## config.mk

```make
export PLATFORM = sky130hd
export DESIGN_NAME = pipe_tag_tracker
export DESIGN_NICKNAME = d
export VERILOG_FILES = /design/src/rtl/pipe_tag_tracker.sv
export SDC_FILE = /design/constraint.sdc
export NUM_CORES = 1
export LEC_CHECK = 0
export ABC_AREA = 1
export CAP_MARGIN = 20
export CORE_ASPECT_RATIO = 1.75
export CORE_UTILIZATION = 25
export DETAILED_ROUTE_END_ITERATION = 8
export PLACE_DENSITY = 0.44
export SLEW_MARGIN = 5
export SYNTH_ARGS = -nofsm -noshare
export SYNTH_HDL_FRONTEND = slang
export SYNTH_SLANG_ARGS = --single-unit
```

## constraint.sdc

```tcl
create_clock -name clk -period 6.1 [get_ports clk]
set_input_delay 1.22 -clock clk [delete_from_list [all_inputs] [get_ports clk]]
set_output_delay 1.22 -clock clk [all_outputs]
set_load 0.1 [all_outputs]
```

## src/rtl/pipe_tag_tracker.sv

```systemverilog
// Shadow tag tracker for a 4-stage pipeline.
// Each fetched instruction gets a sequential tag and is followed through IF/ID, ID/EX, EX/MEM and MEM/WB.
// Every valid MEM/WB slot produces a retire record in a small FIFO.
// The FIFO head is presented on registered retire_* outputs.
module pipe_tag_tracker #(
    parameter int unsigned FIFO_DEPTH = 4,
    parameter int unsigned ID_W       = 8
) (
    input  logic                         clk,
    input  logic                         rst_n,
    input  logic [15:0]                  fetch_pc,
    input  logic [15:0]                  fetch_instr,
    input  logic                         stall,
    input  logic                         IF_flush,
    input  logic                         ID_flush,
    input  logic                         retire_ready,
    output logic                         retire_valid,
    output logic [ID_W-1:0]              retire_id,
    output logic [15:0]                  retire_pc,
    output logic [15:0]                  retire_instr,
    output logic [15:0]                  retire_fetch_cyc,
    output logic [15:0]                  retire_wb_cyc,
    output logic [15:0]                  cycle_cnt,
    output logic [$clog2(FIFO_DEPTH):0]  fifo_count,
    output logic                         overflow
);

    localparam int unsigned PTR_W = $clog2(FIFO_DEPTH);
    localparam int unsigned CNT_W = PTR_W + 1;

    typedef struct packed {
        logic            valid;
        logic [ID_W-1:0] id;
        logic [15:0]     pc;
        logic [15:0]     instr;
        logic [15:0]     fetch_cyc;
    } stage_t;

    typedef struct packed {
        logic [ID_W-1:0] id;
        logic [15:0]     pc;
        logic [15:0]     instr;
        logic [15:0]     fetch_cyc;
        logic [15:0]     wb_cyc;
    } rec_t;

    stage_t          if_id;
    stage_t          id_ex;
    stage_t          ex_mem;
    stage_t          mem_wb;
    logic [15:0]     mem_wb_cyc;
    logic [ID_W-1:0] next_id;

    rec_t            mem [FIFO_DEPTH];
    logic [PTR_W-1:0] wr_ptr;
    logic [PTR_W-1:0] rd_ptr;
    logic [PTR_W-1:0] rd_ptr_nxt;
    logic [CNT_W-1:0] count;
    logic [CNT_W-1:0] count_after_pop;
    logic [CNT_W-1:0] count_nxt;

    logic            fetch_take;
    logic            push;
    logic            pop;
    logic            full;
    logic            push_ok;
    logic            drop;
    rec_t            push_rec;
    rec_t            head_nxt;

    // Free-running cycle counter, wraps naturally at 16 bits
    always_ff @(posedge clk or negedge rst_n) begin
        if (!rst_n) begin
            cycle_cnt <= 16'd0;
        end else begin
            cycle_cnt <= cycle_cnt + 16'd1;
        end
    end

    // A new fetch is tagged only when IF/ID actually captures it
    always_comb begin
        fetch_take = !IF_flush && !stall;
    end

    // IF/ID shadow register and tag allocator; a flush beats a stall
    always_ff @(posedge clk or negedge rst_n) begin
        if (!rst_n) begin
            if_id   <= '0;
            next_id <= '0;
        end else if (IF_flush) begin
            if_id   <= '0;
        end else if (fetch_take) begin
            if_id   <= '{valid: 1'b1, id: next_id, pc: fetch_pc,
                         instr: fetch_instr, fetch_cyc: cycle_cnt};
            next_id <= next_id + ID_W'(1);
        end
    end

    // ID/EX takes a bubble on a load-use stall or a decode flush
    always_ff @(posedge clk or negedge rst_n) begin
        if (!rst_n) begin
            id_ex <= '0;
        end else if (stall || ID_flush) begin
            id_ex <= '0;
        end else begin
            id_ex <= if_id;
        end
    end

    // EX/MEM and MEM/WB always advance; MEM/WB remembers the cycle it was entered
    always_ff @(posedge clk or negedge rst_n) begin
        if (!rst_n) begin
            ex_mem     <= '0;
            mem_wb     <= '0;
            mem_wb_cyc <= 16'd0;
        end else begin
            ex_mem     <= id_ex;
            mem_wb     <= ex_mem;
            mem_wb_cyc <= cycle_cnt;
        end
    end

    // FIFO control: push/pop qualification and the next head record
    always_comb begin
        push            = mem_wb.valid;
        full            = (count == CNT_W'(FIFO_DEPTH));
        pop             = retire_valid && retire_ready;
        push_ok         = push && (!full || pop);
        drop            = push && full && !pop;
        push_rec        = '{id: mem_wb.id, pc: mem_wb.pc, instr: mem_wb.instr,
                            fetch_cyc: mem_wb.fetch_cyc, wb_cyc: mem_wb_cyc};
        rd_ptr_nxt      = pop ? rd_ptr + PTR_W'(1) : rd_ptr;
        count_after_pop = pop ? count - CNT_W'(1) : count;
        count_nxt       = push_ok ? count_after_pop + CNT_W'(1) : count_after_pop;
        head_nxt        = '0;
        if (count_after_pop != '0) begin
            head_nxt = mem[rd_ptr_nxt];
        end else if (push_ok) begin
            head_nxt = push_rec;
        end
    end

    // Record storage; contents are only meaningful between rd_ptr and wr_ptr
    always_ff @(posedge clk) begin
        if (push_ok) begin
            mem[wr_ptr] <= push_rec;
        end
    end

    // FIFO pointers, occupancy and sticky drop flag
    always_ff @(posedge clk or negedge rst_n) begin
        if (!rst_n) begin
            wr_ptr     <= '0;
            rd_ptr     <= '0;
            count      <= '0;
            overflow   <= 1'b0;
        end else begin
            rd_ptr     <= rd_ptr_nxt;
            count      <= count_nxt;
            if (push_ok) begin
                wr_ptr <= wr_ptr + PTR_W'(1);
            end
            if (drop) begin
                overflow <= 1'b1;
            end
        end
    end

    // Registered head presentation; zeros whenever the FIFO is empty
    always_ff @(posedge clk or negedge rst_n) begin
        if (!rst_n) begin
            retire_valid     <= 1'b0;
            retire_id        <= '0;
            retire_pc        <= 16'd0;
            retire_instr     <= 16'd0;
            retire_fetch_cyc <= 16'd0;
            retire_wb_cyc    <= 16'd0;
        end else begin
            retire_valid     <= (count_nxt != '0);
            retire_id        <= head_nxt.id;
            retire_pc        <= head_nxt.pc;
            retire_instr     <= head_nxt.instr;
            retire_fetch_cyc <= head_nxt.fetch_cyc;
            retire_wb_cyc    <= head_nxt.wb_cyc;
        end
    end

    // Occupancy is exported directly from the count register
    always_comb begin
        fifo_count = count;
    end

endmodule

```

==> results.md <==
* Number of post-CTS setup repair buffers at 0
* Filler cell count at 8,854
* Warnings from Yosys at 0
* Final setup violation count at 0
* I/O pin cnt at 131
* Minimum clock period after layout at 3.654 ns
* Area occupied by multi-input gates at 4407 um^2
* Mux cell area share after synthesis at 0%
* Clock Sinks at 637
* Mapped cell area at 22,460 um^2
* Maximum single-stage delay on the critical path at 1.23 ns
* Leading cell type in the layout, fill and taps excluded: sky130_fd_sc_hd__nand3_1
* Final GP Congestion at 0.7471
* Cells along the critical path: clkdlybuf4s50_1
* TritonCTS buffer count at 60
* Setup repair after global routing missed its margin: false
* Core Rows at 145
* Post-synthesis compound-gate area fraction at 1.560%
* Setup tns final at 0 ns
* Largest cells by area after synthesis: sky130_fd_sc_hd__dfrtp_1 39%, sky130_fd_sc_hd__edfxtp_1 39%, sky130_fd_sc_hd__nand3_1 8.3%
* Number of H-tree branching levels at 2
* Post-synthesis share of cell area spent on full adders, half adders and majority gates at 0.4456%
* Run status: completed
* Worst Path Required at 4.88 ns
* Total Die Area at 91,100 um^2
* Leading area contributor after synthesis: sky130_fd_sc_hd__dfrtp_1
* Simple-gate share of the synthesized area at 16.43%
* Initial standard-cell utilization of the core at 25.22%
* Worst slack after detailed placement at 1.784 ns
* Cell type of the slowest stage on the worst timing path: sky130_fd_sc_hd__clkdlybuf4s50_1
* Average vias per placed instance at 4.302
* Synth-to-Final Area Change at 21.05%
* Number of DRC markers in iteration 0 at 915
* Share of synthesized area occupied by flip-flops and latches at 77.38%
* Clock transition time at the flip-flop clock pins of the worst setup and hold paths at 0.07 ns
* Max Clock Freq at 273.7 MHz
* Later-pin clock latency in the skew report at 0.63 ns
* Share of the synthesized area in the top cell type at 38.88%
* Port Buf Inserts at 130
* Master cell of the clock root buffer: sky130_fd_sc_hd__clkbuf_16
* Maximum clock skew at final layout at 0.01316 ns
* Worst Path Class, Setup: reg -> out
* Combined buffer and inverter count along the critical path at 1
* Cell family with most CP delay: buffers and inverters
* Pin count of the biggest net entering global routing at 146
* First-pass GRT wire length at 89.42 mm
* Routed Wire Length at 58.37 mm
* Combinational family with the most area after synthesis: simple AND/OR/NAND/NOR gates
* Most frequent cells in the layout: 372 x sky130_fd_sc_hd__nand3_1, 368 x sky130_fd_sc_hd__nand2_1, 349 x sky130_fd_sc_hd__dfrtp_1
* Crit Path Max Fanout at 8
* Synth Register Bits at 637
* Count of different cell masters after synthesis at 28
* Die outline width at 228.6 um
* Power Density at 507.4 nW/um^2
* Max-slew violation total from the final report at 0
* Number of antenna violations at the first check in global routing at 0
* TritonCTS clock tree: done
* Chip Height at 398.5 um
* Hpwl dp at 31.96 mm
* FF/Latch Area at 17,380 um^2
* DRT antenna net count at 0
* Ratio of cells with drive above 1 in the final layout at 6.757%
* Via count of the first global-routing pass at 13,970
* Nets in the synthesized netlist at 1,804
* Worst Hold Class: reg -> reg
* Vias at 13,340
* Portion of the clock cycle consumed by the worst path in the final layout at 59.90%
* Routed wirelength normalized by instance count at 18.83 um
* Arrival time reported for the critical path endpoint at 2.43 ns
* Number of maximum-capacitance constraint violations at 0
* Core Footprint at 89,080 um^2
* Avg Inst Size Synth at 12.78 um^2
* Detailed-route DRC error count at 0
* Leakage power of the design at 0.01110 uW
* Final Hold Vio Count at 0
* Hold_buf cts at 0
* Cts repair resizes at 0
* XOR/XNOR Fraction of Synth Area at 0.7409%
* Aggregate global-route resource usage at 12.94%
* First-pass detailed-route iteration total at 6
* Max transition margin at 25.83%
* Pin slew with the least headroom to its limit at 1.113 ns
* Worst Setup End Kind: output pin
* Gate Count Post-Synth at 1,758
* Setup slack after layout at 2.446 ns
* VDD IR max at 0.0002565 V
* Layout Nets at 1,919
* Diode count at 0
* Overflow left after global routing at 0
* Setup crit start kind: register
* Worst-case clock buffer depth at 3
==> state kept, by name (all words and copies together), names as in the netlist, 3 cells and up <==
| register | flops |
|---|---|
| if_id | 57 |
| mem | 288 |
| cycle_cnt | 16 |
| retire_id | 8 |
| mem_wb_cyc | 16 |
| id_ex | 57 |
| next_id | 8 |
| retire_pc | 16 |
| ex_mem | 57 |
| mem_wb | 56 |
| retire_instr | 16 |
| retire_fetch_cyc | 16 |
| retire_wb_cyc | 16 |
| fifo_count | 3 |
==> final timing paths <==
| check | startpoint | endpoint | cells after the start | slack, ns |
|---|---|---|---|---|
| worst min register to register | ex_mem[5] | mem_wb[5] | 0 | 0.34 |
| max in group asynchronous | rst_n | next_id[5] | 2 | 4.11 |
| worst max-delay path | retire_valid | retire_valid | 1 | 2.45 |
| worst min-delay path | ex_mem[5] | mem_wb[5] | 0 | 0.34 |
| min in group asynchronous | rst_n | retire_pc[2] | 1 | 0.64 |
| worst max register to register | fifo_count[0] | retire_pc[2] | 9 | 2.96 |
==> power by group <==
part	internal, uW	switching, uW	leakage [uW]
Clock	2210	1620	0.00101
Combinational	1060	3730	0.00277
Sequential	4900	273	0.00733
==> cells by family after synthesis <==
family	after synthesis
flip-flops	637
AO/OA/AOI/OAI	63
XOR/XNOR	19
AND/OR/NAND/NOR	841
adder cells (fa/ha/maj)	8
buffers and inverters	190
==> metal layers <==
layer | vias up | part of all wire, % | track usage (%)
li1 | 6182 | - | -
met1 | 6745 | 44 | 16.91
met2 | 320 | 49 | 21.77
met3 | 88 | 4.2 | 2.071
met4 | 0 | 2.5 | 4.350
met5 | - | 0 | 0
==> per-stage QoR <==
stage / utilization, % / hold slack, ns / total power, uW / std cells / cell area [um^2]
after detailed placement: 28.24 / 0.3347 / 10160 / 2987 / 25150
after floorplan: - / 0.3312 / 8618 / 1758 / 22460
after global placement: 28.24 / 0.3313 / 10110 / 2987 / 25150
final: 30.52 / 0.3445 / 13800 / 3100 / 27190
after CTS: 30.52 / 0.3463 / 14050 / 3100 / 27190
after global routing: 30.52 / 0.3480 / 14470 / 3100 / 27190
==> cell usage after synthesis <==
cell	instances
sky130_fd_sc_hd__nand3b_1	2
sky130_fd_sc_hd__xnor2_1	1
sky130_fd_sc_hd__nand3_2	1
sky130_fd_sc_hd__buf_1	12
sky130_fd_sc_hd__xor2_1	18
sky130_fd_sc_hd__o21ai_2	1
sky130_fd_sc_hd__o22ai_1	20
sky130_fd_sc_hd__nor3_1	8
sky130_fd_sc_hd__clkbuf_1	45
sky130_fd_sc_hd__buf_4	3
sky130_fd_sc_hd__nor2_4	1
sky130_fd_sc_hd__dfrtp_1	349
sky130_fd_sc_hd__o21ai_0	39
sky130_fd_sc_hd__nand2_4	1
sky130_fd_sc_hd__nor2_1	74
sky130_fd_sc_hd__nand4_1	7
sky130_fd_sc_hd__nand2_1	370
sky130_fd_sc_hd__buf_6	1
sky130_fd_sc_hd__nand3_1	373
sky130_fd_sc_hd__a21boi_0	1
sky130_fd_sc_hd__edfxtp_1	288
sky130_fd_sc_hd__inv_1	96
sky130_fd_sc_hd__nand2_2	3
sky130_fd_sc_hd__or2_2	1
sky130_fd_sc_hd__buf_2	33
sky130_fd_sc_hd__a21oi_1	1
sky130_fd_sc_hd__a31o_2	1
sky130_fd_sc_hd__ha_1	8
==> area by class of cell <==
type,count,share of cell area (%)
well taps,1176,5.412
clock buffers,86,6.599
multi-input cells,931,16.21
inverters,96,1.325
repair buffers,147,5.642
clock inverters,27,0.8836
flip-flops and latches,637,63.93
Power figures use the tool's default switching activity.
